## src/rtl/mem_arb_pkg.sv

```systemverilog
// Shared encodings and default widths for the fetch/data memory arbiter.
package mem_arb_pkg;

    localparam int AW_DEF = 8;
    localparam int IW_DEF = 32;
    localparam int DW_DEF = 8;

    typedef enum logic [1:0] {
        IDLE  = 2'd0,
        ISSUE = 2'd1,
        WAIT  = 2'd2,
        ACK   = 2'd3
    } arb_state_t;

    typedef enum logic {
        GNT_IF = 1'b0,
        GNT_D  = 1'b1
    } gnt_t;

endpackage

```

## src/rtl/mem_arbiter_if.sv

```systemverilog
// Requester handshakes plus the single-port memory bus, bundled for the arbiter.
// slave = arbiter side, master = core requesters and memory side.
interface mem_arbiter_if
    import mem_arb_pkg::*;
#(
    parameter int AW = AW_DEF,
    parameter int IW = IW_DEF,
    parameter int DW = DW_DEF
);
    logic          if_req;
    logic [AW-1:0] if_addr;
    logic [IW-1:0] if_rdata;
    logic          if_ack;

    logic          d_req;
    logic          d_we;
    logic [AW-1:0] d_addr;
    logic [DW-1:0] d_wdata;
    logic [DW-1:0] d_rdata;
    logic          d_ack;

    logic [AW-1:0] mem_addr;
    logic          mem_re;
    logic          mem_we;
    logic [DW-1:0] mem_wdata;
    logic [IW-1:0] mem_rdata;

    modport slave (
        input  if_req, if_addr, d_req, d_we, d_addr, d_wdata, mem_rdata,
        output if_rdata, if_ack, d_rdata, d_ack, mem_addr, mem_re, mem_we, mem_wdata
    );

    modport master (
        output if_req, if_addr, d_req, d_we, d_addr, d_wdata, mem_rdata,
        input  if_rdata, if_ack, d_rdata, d_ack, mem_addr, mem_re, mem_we, mem_wdata
    );

endinterface

```

## src/rtl/mem_arb_pick.sv

```systemverilog
// Two-way grant selector. MEM_ARB_RR_EN selects round-robin on conflicts;
// otherwise data always beats instruction fetch.
module mem_arb_pick
    import mem_arb_pkg::*;
(
    input  logic i_if_req,
    input  logic i_d_req,
`ifdef MEM_ARB_RR_EN
    input  gnt_t i_last_gnt,
`endif
    output logic o_valid,
    output gnt_t o_gnt
);

    always_comb begin
        o_valid = i_if_req | i_d_req;
`ifdef MEM_ARB_RR_EN
        if (i_if_req && i_d_req) begin
            o_gnt = (i_last_gnt == GNT_IF) ? GNT_D : GNT_IF;
        end else begin
            o_gnt = i_d_req ? GNT_D : GNT_IF;
        end
`else
        o_gnt = i_d_req ? GNT_D : GNT_IF;
`endif
    end

endmodule

```

## src/rtl/mem_arbiter.sv

```systemverilog
// Serialises instruction fetches and data loads/stores onto one memory port
// through IDLE/ISSUE/WAIT/ACK. Optional MEM_ARB_RR_EN enables round-robin.
//
// state | meaning
// IDLE  | sample requests, latch the winner
// ISSUE | drive one-cycle read or write strobe
// WAIT  | memory returns data; capture it on reads
// ACK   | one-cycle ack to the granted requester
module mem_arbiter
    import mem_arb_pkg::*;
#(
    parameter int AW = AW_DEF,
    parameter int IW = IW_DEF,
    parameter int DW = DW_DEF
)(
    input  logic           clk,
    input  logic           rst,
    mem_arbiter_if.slave   bus
);

    arb_state_t    r_state;
    arb_state_t    w_state_nxt;
    gnt_t          r_gnt;
    logic [AW-1:0] r_addr;
    logic          r_we;
    logic [DW-1:0] r_wdata;
    logic [IW-1:0] r_if_rdata;
    logic [DW-1:0] r_d_rdata;

    logic          w_valid;
    gnt_t          w_gnt;
    logic          w_mem_re;
    logic          w_mem_we;
    logic [DW-1:0] w_mem_wdata;
    logic          w_if_ack;
    logic          w_d_ack;

`ifdef MEM_ARB_RR_EN
    gnt_t          r_last_gnt;
`endif

    mem_arb_pick u_pick (
        .i_if_req   (bus.if_req),
        .i_d_req    (bus.d_req),
`ifdef MEM_ARB_RR_EN
        .i_last_gnt (r_last_gnt),
`endif
        .o_valid    (w_valid),
        .o_gnt      (w_gnt)
    );

    always_comb begin
        w_state_nxt = r_state;
        w_mem_re    = 1'b0;
        w_mem_we    = 1'b0;
        w_mem_wdata = '0;
        w_if_ack    = 1'b0;
        w_d_ack     = 1'b0;
        case (r_state)
            IDLE: begin
                if (w_valid) begin
                    w_state_nxt = ISSUE;
                end
            end
            ISSUE: begin
                w_mem_re    = ~r_we;
                w_mem_we    = r_we;
                w_mem_wdata = r_we ? r_wdata : '0;
                w_state_nxt = WAIT;
            end
            WAIT: begin
                w_state_nxt = ACK;
            end
            ACK: begin
                w_if_ack    = (r_gnt == GNT_IF);
                w_d_ack     = (r_gnt == GNT_D);
                w_state_nxt = IDLE;
            end
            default: begin
                w_state_nxt = IDLE;
            end
        endcase
    end

    always_ff @(posedge clk) begin
        if (rst) begin
            r_state    <= IDLE;
            r_gnt      <= GNT_IF;
            r_addr     <= '0;
            r_we       <= 1'b0;
            r_wdata    <= '0;
            r_if_rdata <= '0;
            r_d_rdata  <= '0;
        end else begin
            r_state <= w_state_nxt;
            if (r_state == IDLE && w_valid) begin
                r_gnt <= w_gnt;
                if (w_gnt == GNT_D) begin
                    r_addr  <= bus.d_addr;
                    r_we    <= bus.d_we;
                    r_wdata <= bus.d_wdata;
                end else begin
                    r_addr  <= bus.if_addr;
                    r_we    <= 1'b0;
                    r_wdata <= '0;
                end
            end
            // Stores leave both read-data registers untouched.
            if (r_state == WAIT && !r_we) begin
                if (r_gnt == GNT_D) begin
                    r_d_rdata <= bus.mem_rdata[DW-1:0];
                end else begin
                    r_if_rdata <= bus.mem_rdata;
                end
            end
        end
    end

`ifdef MEM_ARB_RR_EN
    always_ff @(posedge clk) begin
        if (rst) begin
            r_last_gnt <= GNT_IF;
        end else if (r_state == IDLE && w_valid) begin
            r_last_gnt <= w_gnt;
        end
    end
`endif

    assign bus.mem_addr  = r_addr;
    assign bus.mem_re    = w_mem_re;
    assign bus.mem_we    = w_mem_we;
    assign bus.mem_wdata = w_mem_wdata;
    assign bus.if_rdata  = r_if_rdata;
    assign bus.d_rdata   = r_d_rdata;
    assign bus.if_ack    = w_if_ack;
    assign bus.d_ack     = w_d_ack;

endmodule

```

## src/flat_wrapper.sv

```systemverilog
// flat-port wrapper written by rule: the top's interface ports become plain ports
module mem_arbiter_flat import mem_arb_pkg::*;
#(
    parameter int AW = AW_DEF,
    parameter int IW = IW_DEF,
    parameter int DW = DW_DEF
)
  (clk, rst, bus_if_req, bus_if_addr, bus_d_req, bus_d_we, bus_d_addr, bus_d_wdata, bus_mem_rdata, bus_if_rdata, bus_if_ack, bus_d_rdata, bus_d_ack, bus_mem_addr, bus_mem_re, bus_mem_we, bus_mem_wdata);
  mem_arbiter_if #(.AW(AW), .IW(IW), .DW(DW)) bus_i ();
  input  logic clk;
  input  logic rst;
  input wire logic [$bits(bus_i.if_req)-1:0] bus_if_req;
  input wire logic [$bits(bus_i.if_addr)-1:0] bus_if_addr;
  input wire logic [$bits(bus_i.d_req)-1:0] bus_d_req;
  input wire logic [$bits(bus_i.d_we)-1:0] bus_d_we;
  input wire logic [$bits(bus_i.d_addr)-1:0] bus_d_addr;
  input wire logic [$bits(bus_i.d_wdata)-1:0] bus_d_wdata;
  input wire logic [$bits(bus_i.mem_rdata)-1:0] bus_mem_rdata;
  output wire logic [$bits(bus_i.if_rdata)-1:0] bus_if_rdata;
  output wire logic [$bits(bus_i.if_ack)-1:0] bus_if_ack;
  output wire logic [$bits(bus_i.d_rdata)-1:0] bus_d_rdata;
  output wire logic [$bits(bus_i.d_ack)-1:0] bus_d_ack;
  output wire logic [$bits(bus_i.mem_addr)-1:0] bus_mem_addr;
  output wire logic [$bits(bus_i.mem_re)-1:0] bus_mem_re;
  output wire logic [$bits(bus_i.mem_we)-1:0] bus_mem_we;
  output wire logic [$bits(bus_i.mem_wdata)-1:0] bus_mem_wdata;
  assign bus_i.if_req = bus_if_req;
  assign bus_i.if_addr = bus_if_addr;
  assign bus_i.d_req = bus_d_req;
  assign bus_i.d_we = bus_d_we;
  assign bus_i.d_addr = bus_d_addr;
  assign bus_i.d_wdata = bus_d_wdata;
  assign bus_i.mem_rdata = bus_mem_rdata;
  assign bus_if_rdata = bus_i.if_rdata;
  assign bus_if_ack = bus_i.if_ack;
  assign bus_d_rdata = bus_i.d_rdata;
  assign bus_d_ack = bus_i.d_ack;
  assign bus_mem_addr = bus_i.mem_addr;
  assign bus_mem_re = bus_i.mem_re;
  assign bus_mem_we = bus_i.mem_we;
  assign bus_mem_wdata = bus_i.mem_wdata;
  mem_arbiter #(.AW(AW), .IW(IW), .DW(DW)) u_core (.clk(clk), .rst(rst), .bus(bus_i));
endmodule
```

## config.mk

```make
export PLATFORM = sky130hd
export DESIGN_NAME = mem_arbiter_flat
export DESIGN_NICKNAME = d
export VERILOG_FILES = /design/src/rtl/mem_arb_pkg.sv /design/src/rtl/mem_arbiter_if.sv /design/src/rtl/mem_arb_pick.sv /design/src/rtl/mem_arbiter.sv /design/src/flat_wrapper.sv
export SDC_FILE = /design/constraint.sdc
export NUM_CORES = 1
export LEC_CHECK = 0
export CORE_MARGIN = 2
export CORE_UTILIZATION = 30
export CTS_CLUSTER_DIAMETER = 80
export DETAILED_ROUTE_END_ITERATION = 16
export SYNTH_ARGS = -nofsm -noshare
export SYNTH_HDL_FRONTEND = slang
export SYNTH_HIERARCHICAL = 1
export SYNTH_SLANG_ARGS = --single-unit
```

## constraint.sdc

```tcl
create_clock -name clk -period 2.5 [get_ports clk]
set_input_delay 0.5 -clock clk [delete_from_list [all_inputs] [get_ports clk]]
set_output_delay 0.5 -clock clk [all_outputs]
set_load 0.01 [all_outputs]
```

# After elaboration in Yosys (flattened, before gate mapping)
# Index checks and enable logic that the tools add are counted.
[word_totals]
ff_bits = 60
inputBits = 61
output_inout_bits = 60
elab_cells = 32
[classes]
n_eq_ne = 4
muxes = 12
n_bitwise = 3
n_reduce_logical = 6
[ops]
columns = ["op", "n"]
rows = [
  ["$mux 8", 4],
  ["$pmux 2 s4", 1],
  ["$mux 1", 6],
  ["$eq 2x2->1 const B", 2],
  ["$reduce_and 2->1", 2],
  ["$eq 2x1->1 const B", 1],
  ["$logic_and 1x1->1", 2],
  ["$logic_not 2->1", 1],
  ["$mux 2", 1],
  ["$ne 2x1->1 const B", 1],
  ["$not 1->1", 2],
  ["$logic_not 1->1", 1],
  ["$or 1x1->1", 1],
]

# Logic depth before layout (Yosys ltp)
# Gate-level depths: netlist (run 1).
[logic_depth]
depth_word = 3
mapped_depth = 7
ltp_nobuf = 5

# Cells and area by module
# The synthesis (run 1) kept the hierarchy.
[by_module_without_submodules]
columns = ["module", "instances", "cells_per_inst", "area_per_inst_um2", "seq_area_each_um2"]
rows = [
  ["mem_arbiter", 1, 286, 2577.5, 1201.2],
  ["mem_arb_pick", 1, 2, 13.8, 0.0],
]

# Worst setup path before layout (run 1)
# OpenSTA, ideal clock, no wires.
[synth_timing]
path_kind = "reg2reg"
from = "reg u_core.r_state[0]"
to = "reg u_core.r_if_rdata[10], in the netlist u_core/bus.if_rdata[10]"
setup_time_ps = 143
t_arrival_ps = 1338
required_ps = 2357
setup_slack_ps = 1019
path_stages_with_launch = 8
path_buffers = 2
synth_period_minus_slack_ps = 1481
path_cell_list = "dfxtp_1 -> inv_1 -> ha_1 -> or3b_1 -> buf_6 -> buf_12 -> nand2_2 -> a21oi_2"
[synth_between]
elab_chain_len = 3
[synth_lines]
columns = ["item", "line", "rtl"]
rows = [
  ["start: declaration", "mem_arbiter.sv:21", "arb_state_t r_state;"],
  ["start signal: assignment", "mem_arbiter.sv:95", "r_state <= w_state_nxt;"],
  ["$eq 2x2->1", "mem_arbiter.sv:109", "if (r_state == WAIT && !r_we) begin"],
  ["$logic_and 1x1->1", "mem_arbiter.sv:109", ""],
  ["$reduce_and 2->1 (no line)", "--", ""],
  ["end signal: assignment", "mem_arbiter.sv:113", "r_if_rdata <= bus.mem_rdata;"],
  ["end: declaration", "mem_arbiter.sv:27", "logic [IW-1:0] r_if_rdata;"],
]
# Every way passes these cells.
# A chain may end at the register's enable or synchronous reset.

# Final worst setup path (run 1)
[layout_timing]
from = "reg u_core.r_state[1]"
to = "out bus_mem_wdata[5]"
[layout_between]
elab_chain_len = 2
[layout_lines]
columns = ["item", "line", "rtl"]
rows = [
  ["$eq 2x1->1", "mem_arbiter.sv:59", "case (r_state)"],
  ["$mux 8", "mem_arbiter.sv:59", ""],
  ["end: declaration", "flat_wrapper.sv:26", "output wire logic [$bits(bus_i.mem_wdata)-1:0] bus_mem_wdata;"],
]
# Every way passes these cells.

==> results of run 1 <==
## tightest hold or removal path, delay by kind of cell (launching register included)
kind,cells,cell delay (ns)
AO/OA/AOI/OAI,1,0.05
flip-flops,1,0.31
AND/OR/NAND/NOR,1,0.05
## worst max path at each step
stage                                              start                              endpoint  slack, ns  depth (start not counted)
final                     u_core/r_state[1]$_SDFFE_PP0P_                      bus_mem_wdata[5]       0.17                          4
after global routing      u_core/r_state[1]$_SDFFE_PP0P_                      bus_mem_wdata[6]       0.03                          4
after CTS                 u_core/r_state[1]$_SDFFE_PP0P_                      bus_mem_wdata[5]       0.15                          4
after detailed placement                       bus_d_req   u_core/bus.mem_addr[5]$_SDFFE_PP0P_       0.23                          5
after global placement                         bus_d_req        u_core/r_wdata[0]$_SDFFE_PP0P_       0.33                          5
after floorplan           u_core/r_state[0]$_SDFFE_PP0P_  u_core/bus.if_rdata[10]$_SDFFE_PP0P_       1.02                          7
## through the flow
| stage | util, % | area (um2) | setup slack [ns] |
|---|---|---|---|
| 3_3_place_gp | 45.8 | 3800 | 0.326 |
| 2_1_floorplan | - | 2590 | 1.02 |
| 5_1_grt | 48.0 | 3990 | 0.0326 |
| 3_5_place_dp | 45.8 | 3800 | 0.225 |
| 6_report | 48.0 | 3990 | 0.166 |
| 4_1_cts | 48.0 | 3990 | 0.153 |
## state kept, by name (all words and copies together), names as in the netlist
signal and count:
u_core/bus.if_rdata 32, u_core/bus.d_rdata 8, u_core/bus.mem_addr 8, u_core/r_wdata 8
u_core/r_state 2, u_core/r_gnt 1, u_core/r_we 1
## metal layers
| metal | track usage [%] | wire [um] |
|---|---|---|
| met1 | 19.3 | 3150 |
| met2 | 22.7 | 3010 |
| met3 | 4.26 | 471 |
| met4 | 5.20 | 76 |
| met5 | 0 | 0 |
## layout make-up
class	count	area (um2)
multi-input combinational	204	1230
inverter	2	7.51
clock buffer	14	183
fill	799	4310
clock inverter	1	5.00
sequential	60	1200
tap	105	131
timing repair buffer	123	1230
## placed cells by master, fill, tap and decap left out, types with 9 or more instances in the layout
cell type        netlist  layout
dfxtp_1               60      60
nand2_2               30      30
nand3_1                9       9
nor2_1                11      11
a21oi_1               20      20
a21oi_2               30      30
clkdlybuf4s50_1        0     119
nand2_1               62      62
clkbuf_8               0      13
mux2i_1                9       9
a211oi_1               9       9
## kinds of logic after synthesis
logic type | count (synthesis) | share of synthesized area, %
fa+ha+maj | 5 | 2.41
mux | 9 | 3.48
buf+inv | 24 | 6.52
compound gates | 59 | 16.6
simple gates | 131 | 24.6
flops | 60 | 46.4
## cell usage after synthesis (5+ instances only)
cell	n
nand2_1	62
nand3_1	9
clkbuf_1	6
a21oi_1	20
mux2i_1	9
ha_1	5
a21oi_2	30
buf_2	8
dfxtp_1	60
and3_1	8
nand2_2	30
a211oi_1	9
nor2_1	11
## power breakdown
part / switching (mW) / internal [mW] / total (mW)
Combinational: 0.668 / 0.597 / 1.26
Clock: 0.350 / 0.462 / 0.812
Sequential: 0.133 / 1.15 / 1.28
Total: 1.15 / 2.21 / 3.36
==> out/metrics.yaml, run 1 <==
synthesis:
  synth_top_area_share_pct: 46.4
  netlist_area_um2: 2590
  postSynthAreaPerCell_um2: 9.00
  synth_top_area_cell: "dfxtp_1"
  synth-async-reset-ratio_pct: 0
  synth_area_leaders: "dfxtp_1 46%, a21oi_2 10%, nand2_1 9.0%"
  synth_cells: 288
  synthFlopType: "dfxtp_1"
  ys_seq_elements: 60
  synth_cell_type_count: 26
  synth_edf_count: 0
  seq_area_frac_synth_pct: 46.4
  yosysWarnings: 6
  syn_nets: 354
sta:
  setup_tns_ns: 0
  period_needed_ns: 2.33
  drv_slew: 0
  worst_pin_slew_ns: 1.06
  rsz0062_at_grt: "false"
  slew_headroom_pct: 29.5
  setup_violations: 0
  hold_viol: 0
  fin_crit_sh_pct: 93.4
  fmax_mhz: 428
  clock_skew_ns: 0.00358
  worst_hold_slack_ns: 0.452
global_routing:
  grt_pass1_vias: 2288
  grt_usage_pct: 14.6
  grt_pass1_wl_mm: 11.3
  gr-total-overflow: 0
  grt_max_degree: 61
  grt_antenna_before_repair: 0
setup_path:
  path_cells: "inv_1, ha_1, and3_1, clkdlybuf4s50_1"
  critPathSlowestCell: "clkdlybuf4s50_1"
  crit_path_max_fanout: 8
  cp.arrival_ns: 1.83
  crit_family: "buffers and inverters"
  worstPathRequired_ns: 2.00
  r2r-end: "u_core/bus.if_rdata[11]$_SDFFE_PP0P_"
  timing.critical_path.buf_inv: 2
  start_kind: "flip-flop"
  reg2regPathDepth: 5
  critical_path.endpoint_type: "output pin"
  slowest_delay_ns: 0.55
  rrSetupSlack_ns: 0.47
  path_class: "reg -> out"
  reg2reg_from: "u_core/r_state[0]$_SDFFE_PP0P_"
outcome:
  status: "finished clean"
worst_hold_path:
  worstHoldPathCells: 2
  holdPathEnd: "u_core/r_wdata[5]$_SDFFE_PP0P_"
  hp-class: "reg -> reg"
  hp-start: "u_core/r_wdata[5]$_SDFFE_PP0P_"
routing:
  wl_mm: 6.71
  vias: 2301
  wl_per_cell_um: 13.2
  drt_iter0_markers: 68
  ant_nets: 0
  drcViolationCount: 0
  via_per_inst: 4.52
  first_pass_iters: 4
die:
  design.core.area_um2: 8300
  dieWidth_um: 96.9
  die_area_um2: 9400
  start_util_pct: 31.2
  die_h_um: 96.9
  ios: 121
  rows: 33
placement:
  hpwl_mm: 4.59
  gp_congestion: 0.733
  port_buffers: 120
  place_inst: 494
cts:
  cts-root-buf: "clkbuf_8"
  cts_hold_buf: 0
  clk_path_buf_depth: 2
  h-tree-depth: 3
  path_clk_slew_ns: 0.06
  cts_tree: "done"
  cts_resized: 0
  clock_sinks: 60
  clk_latency_ns: 0.32
  post_cts_buffers: 0
  cts_inserted_buffers: 9
cells_and_area:
  finalNetCount: 466
  drive_gt1_share_pct: 19.8
  area.growth.synth_to_final_pct: 53.8
  n_antenna_cell: 0
  finalNonFillerCells: 509
pwr:
  p_per_area_nw_per_um2: 843
  power.leakage_nw: 1.41
  finalPower_mw: 3.36
  max-vdd-ir-drop_uv: 252
job:
  max_cap_viol_count: 0
Power figures use the tool's default switching activity.
==> inputs of run 2 (changes only) <==
Settings changed: ABC_AREA set to 0, CORE_MARGIN 2 to not set, SLEW_MARGIN set to 20.
==> out/metrics.yaml, run 2 (synthesized netlist as in run 1, its figures left out) <==
sta:
  rsz0062_at_grt: "false"
  slew_headroom_pct: 41.6  # +12 points
  worst_pin_slew_ns: 0.876  # -0.181 ns
  fin_crit_sh_pct: 94.2  # +0.79 points
  period_needed_ns: 2.35  # +0.0197 ns
  clock_skew_ns: 0.0153  # +0.0117 ns
  setup_tns_ns: 0  # unchanged
  setup_violations: 0  # unchanged
  fmax_mhz: 425  # -0.84%
  hold_viol: 0  # unchanged
  worst_slack_ns: 0.146  # -0.0197 ns
  drv_slew: 0  # unchanged
placement:
  gp_congestion: 0.701  # -4.4%
  port_buffers: 120  # unchanged
  dp_slack_ns: 0.264  # +0.0393 ns
  placed_cell_area_um2: 3810  # +0.20%
  hpwl_mm: 4.28  # -6.7%
cts:
  cts_tree: "done"
  h-tree-depth: 3  # unchanged
  path_clk_slew_ns: 0.07  # about the same
  cts_inserted_buffers: 9  # unchanged
  clk_path_buf_depth: 2  # unchanged
  cts-root-buf: "clkbuf_8"
  clk_latency_ns: 0.33  # about the same
  clock_sinks: 60  # unchanged
  cts_hold_buf: 0  # unchanged
  cts_resized: 0  # unchanged
  post_cts_buffers: 0  # unchanged
setup_path:
  reg2reg_from: "u_core/r_state[0]$_SDFFE_PP0P_"
  critPathSlowestCell: "clkdlybuf4s50_1"
  cp.arrival_ns: 1.85  # +0.02 ns
  timing.critical_path.buf_inv: 1  # -1
  rrSetupSlack_ns: 0.67  # +0.20 ns
  r2r-end: "u_core/r_wdata[4]$_SDFFE_PP0P_"
  worstPathRequired_ns: 2.00  # about the same
  reg2regPathDepth: 5  # unchanged
  start_kind: "flip-flop"
  crit_path_max_fanout: 8  # unchanged
  path_cells: "ha_1, and3_1, clkdlybuf4s50_1"
  slowest_delay_ns: 0.54  # about the same
  crit_family: "buffers and inverters"
  critical_path.endpoint_type: "output pin"
  path_class: "reg -> out"
pwr:
  finalPower_mw: 3.42  # +2.0%
  power.leakage_nw: 1.41  # about the same
  max-vdd-ir-drop_uv: 298  # +18%
  p_per_area_nw_per_um2: 854  # +1.4%
cells_and_area:
  final_cell_mix: "119 x clkdlybuf4s50_1, 62 x nand2_1, 60 x dfxtp_1, 30 x nand2_2, 30 x a21oi_2"
  final_common_cell: "clkdlybuf4s50_1"
  finalInstanceArea_um2: 4010  # +0.53%
  fin_util_pct: 48.3  # +0.26 points
  finalNetCount: 467  # +0.21%
  area.growth.synth_to_final_pct: 54.7
  largest_register_ffs: 32  # unchanged
  n_antenna_cell: 0  # unchanged
  drive_gt1_share_pct: 20.4  # +0.64 points
global_routing:
  gr-total-overflow: 0  # unchanged
  grt_usage_pct: 14.9  # +0.30 points
  grt_pass1_vias: 2161  # -5.6%
  grt_antenna_before_repair: 0  # unchanged
  grt_pass1_wl_mm: 10.3  # -9.1%
  grt_max_degree: 61  # unchanged
die:
  rows: 33  # unchanged
  design.core.area_um2: 8300  # unchanged
  ios: 121  # unchanged
  start_util_pct: 31.2  # unchanged
  die_area_um2: 9010  # -4.1%
  dieWidth_um: 94.9  # -2.1%
  die_h_um: 94.9  # -2.1%
outcome:
  status: "finished clean"
worst_hold_path:
  hp-start: "u_core/r_wdata[0]$_SDFFE_PP0P_"
  hp-class: "reg -> reg"
  worstHoldPathCells: 2  # unchanged
  holdPathEnd: "u_core/r_wdata[0]$_SDFFE_PP0P_"
routing:
  drt_iter0_markers: 84  # +24%
  first_pass_iters: 4  # unchanged
  drcViolationCount: 0  # unchanged
  vias: 2282  # -0.83%
  ant_nets: 0  # unchanged
  wl_mm: 6.45  # -3.8%
  via_per_inst: 4.47  # -1.2%
  wl_per_cell_um: 12.6  # -4.2%
job:
  max_cap_viol_count: 0  # unchanged
[run 2: power by group]
part	switching, mW	total (mW)	internal (mW)
sequential	0.131	1.28	1.15
combinational	0.666	1.28	0.610
clock	0.406	0.869	0.463
[run 2: through the flow]
| step | hold WS (ns) | cells |
|---|---|---|
| after floorplan | 0.427 | 288 |
| after global placement | 0.434 | 495 |
| after detailed placement | 0.441 | 495 |
| after CTS | 0.451 | 511 |
| after global routing | 0.472 | 511 |
| final | 0.450 | 511 |
[run 2: worst max-delay path by stage]
stage                                         startpoint                              endpoint  slack (ns)  cells past startpoint
after floorplan           u_core/r_state[0]$_SDFFE_PP0P_  u_core/bus.if_rdata[10]$_SDFFE_PP0P_        1.02                      7
after global placement                         bus_d_req        u_core/r_wdata[0]$_SDFFE_PP0P_        0.29                      5
after detailed placement                       bus_d_req   u_core/bus.mem_addr[2]$_SDFFE_PP0P_        0.26                      5
after CTS                 u_core/r_state[0]$_SDFFE_PP0P_                            bus_mem_re        0.13                      3
after global routing      u_core/r_state[0]$_SDFFE_PP0P_                            bus_mem_re        0.02                      3
final                     u_core/r_state[0]$_SDFFE_PP0P_                      bus_mem_wdata[1]        0.15                      3
[run 2: layout make-up]
cell class / instances / area (um2)
clock buffers: 9 / 124
well taps: 105 / 131
flip-flops and latches: 60 / 1200
repair buffers: 124 / 1240
fillers: 805 / 4290
inverters: 2 / 7.51
clock inverters: 7 / 75.1
multi-input cells: 204 / 1230
[run 2: routing by layer]
metal  part of all wire, %  global-route usage, %  routed length (um)
met2                    43                   23.2                2740
met1                    47                   18.8                3060
met4                   1.3                   5.68                  82
met5                     0                      0                   0
met3                   8.8                   5.15                 568
[run 2: worst reg2reg max path, stage by stage (launching register included)]
cell     delay (ns)
dfxtp_1        0.37
inv_1          0.10
ha_1           0.22
and2_1         0.73
nand3_1        0.16
a21oi_1        0.18
==> inputs of run 3 (changes only) <==
Settings changed: GPL_TIMING_DRIVEN set to 0.
==> out/metrics.yaml, run 3 (synthesized netlist as in run 1, its figures left out) <==
outcome:
  status: "finished clean"
pwr:
  finalPower_mw: 3.62  # +5.6%
  power.leakage_nw: 1.50  # +6.6%
  max-vdd-ir-drop_uv: 317  # +6.3%
  pwr-share-comb_pct: 38.6  # +1.3 points
  p_per_area_nw_per_um2: 876  # +2.5%
  power.internal_mw: 2.44  # +9.8%
  netSwitchingPower_mw: 1.18  # -2.1%
  seqPwrFrac_pct: 35.2  # -2.2 points
  pwr-share-clk_pct: 26.3  # +0.9 points
  swShare_pct: 32.6  # -2.6 points
die:
  die_h_um: 94.9  # unchanged
  start_util_pct: 31.2  # unchanged
  ios: 121  # unchanged
  dieWidth_um: 94.9  # unchanged
  design.core.area_um2: 8300  # unchanged
  rows: 33  # unchanged
  die_area_um2: 9010  # unchanged
worst_hold_path:
  hp-start: "u_core/r_wdata[6]$_SDFFE_PP0P_"
  holdPathEnd: "u_core/r_wdata[6]$_SDFFE_PP0P_"
  worstHoldPathCells: 2  # unchanged
  hp-class: "reg -> reg"
sta:
  worst_pin_slew_ns: 0.697  # -0.179 ns
  clock_skew_ns: 0.00673  # -0.00855 ns
  rsz0062_at_grt: "false"
  period_needed_ns: 2.31  # -0.0422 ns
  fin_crit_sh_pct: 92.5  # -1.7 points
  setup_tns_ns: 0  # unchanged
  drv_slew: 0  # unchanged
  fmax_mhz: 433  # +1.8%
  slew_headroom_pct: 53.5  # +12 points
  hold_viol: 0  # unchanged
  setup_violations: 0  # unchanged
setup_path:
  r2r-end: "u_core/bus.if_rdata[9]$_SDFFE_PP0P_"
  worstPathRequired_ns: 2.00  # about the same
  cp.arrival_ns: 1.81  # -0.04 ns
  reg2regPathDepth: 7  # +2
  reg2reg_from: "u_core/r_state[0]$_SDFFE_PP0P_"
  path_class: "reg -> out"
  rrSetupSlack_ns: 0.91  # +0.24 ns
  crit_path_max_fanout: 8  # unchanged
  start_kind: "flip-flop"
  critical_path.endpoint_type: "output pin"
routing:
  drt_iter0_markers: 82  # -2.4%
  wl_mm: 6.50  # +0.84%
  first_pass_iters: 6  # +2
  ant_nets: 0  # unchanged
  drcViolationCount: 0  # unchanged
  via_per_inst: 4.38  # -1.9%
  vias: 2314  # +1.4%
  wl_per_cell_um: 12.3  # -2.4%
cts:
  post_cts_buffers: 0  # unchanged
  cts_inserted_buffers: 9  # unchanged
  h-tree-depth: 3  # unchanged
  clk_latency_ns: 0.33  # about the same
  clock_sinks: 60  # unchanged
  cts_hold_buf: 0  # unchanged
  path_clk_slew_ns: 0.06  # about the same
  clk_path_buf_depth: 2  # unchanged
  cts_resized: 0  # unchanged
  cts-root-buf: "clkbuf_8"
  cts_tree: "done"
cells_and_area:
  n_antenna_cell: 0  # unchanged
  final_common_cell: "clkdlybuf4s50_1"
  final_cell_mix: "119 x clkdlybuf4s50_1, 62 x nand2_1, 60 x dfxtp_1, 30 x nand2_2, 30 x a21oi_2"
  drive_gt1_share_pct: 21.7  # +1.3 points
  area.growth.synth_to_final_pct: 59.4
  finalNetCount: 484  # +3.6%
  largest_register_ffs: 32  # unchanged
global_routing:
  grt_max_degree: 11  # -82%
  grt_pass1_wl_mm: 10.7  # +4.0%
  grt_pass1_vias: 2300  # +6.4%
  gr-total-overflow: 0  # unchanged
  grt_usage_pct: 15.3  # +0.43 points
  grt_antenna_before_repair: 0  # unchanged
placement:
  hpwl_mm: 4.82  # +13%
  gp_congestion: 0.701  # about the same
  port_buffers: 119  # -0.83%
job:
  max_cap_viol_count: 0  # unchanged
[run 3: cell types whose count changed in the layout (fill, tap and decap cells not counted), moves of 2 or more]
cell        previous run  this run
buf_12                 1         3
clkinv_2               1         3
buf_2                  1         8
clkbuf_1               0         7
clkinvlp_4             3         0
[run 3: cell type report]
type                       count  area, um2
clock buffer                  11        141
sequential                    60       1200
buffer                        22        161
tap                          105        131
inverter                       2       7.51
clock inverter                 5       75.1
timing repair buffer         119       1190
fill                         816       4170
multi-input combinational    204       1220
[run 3: worst max-delay path, cell delays in order, from the launching register on]
cell and delay (ns):
dfxtp_1 0.34, inv_1 0.11, ha_1 0.29, and3_1 0.21, clkdlybuf4s50_1 0.54
[run 3: worst max path at each step]
stage,cells after the start,to,start,slack [ns]
after floorplan,7,u_core/bus.if_rdata[10]$_SDFFE_PP0P_,u_core/r_state[0]$_SDFFE_PP0P_,1.02
after global placement,7,u_core/r_we$_SDFFE_PP0P_,bus_d_req,0.48
after detailed placement,6,u_core/bus.mem_addr[3]$_SDFFE_PP0P_,bus_d_req,0.46
after CTS,4,bus_mem_re,u_core/r_state[1]$_SDFFE_PP0P_,0.16
after global routing,4,bus_mem_wdata[6],u_core/r_state[1]$_SDFFE_PP0P_,0.04
final,4,bus_mem_wdata[4],u_core/r_state[1]$_SDFFE_PP0P_,0.19
[run 3: metal layers]
metal,share of wire (%),GRT usage (%),vias up,routed length [um]
met5,0,0,-,0
li1,-,-,1212,-
met1,49,20.1,1007,3160
met2,44,24.1,85,2860
met3,5.8,3.70,10,380
met4,1.7,5.81,0,110
[run 3: per-stage QoR]
step	setup WS, ns	utilization [%]	hold slack, ns	instance area (um2)	instances
floorplan	1.02	-	0.427	2590	288
detailed placement	0.458	47.2	0.440	3910	512
global route	0.0378	49.8	0.464	4130	528
global placement	0.482	47.2	0.433	3910	512
finish	0.188	49.8	0.449	4130	528
CTS	0.164	49.8	0.447	4130	528
[run 3: power by group through the flow]
stage,clock network [mW],registers (mW),logic [mW]
floorplan,0,1.35,0.761
global placement,0,1.29,1.40
detailed placement,0,1.30,1.41
CTS,0.984,1.28,1.42
global route,1.02,1.30,1.55
finish,0.949,1.27,1.40
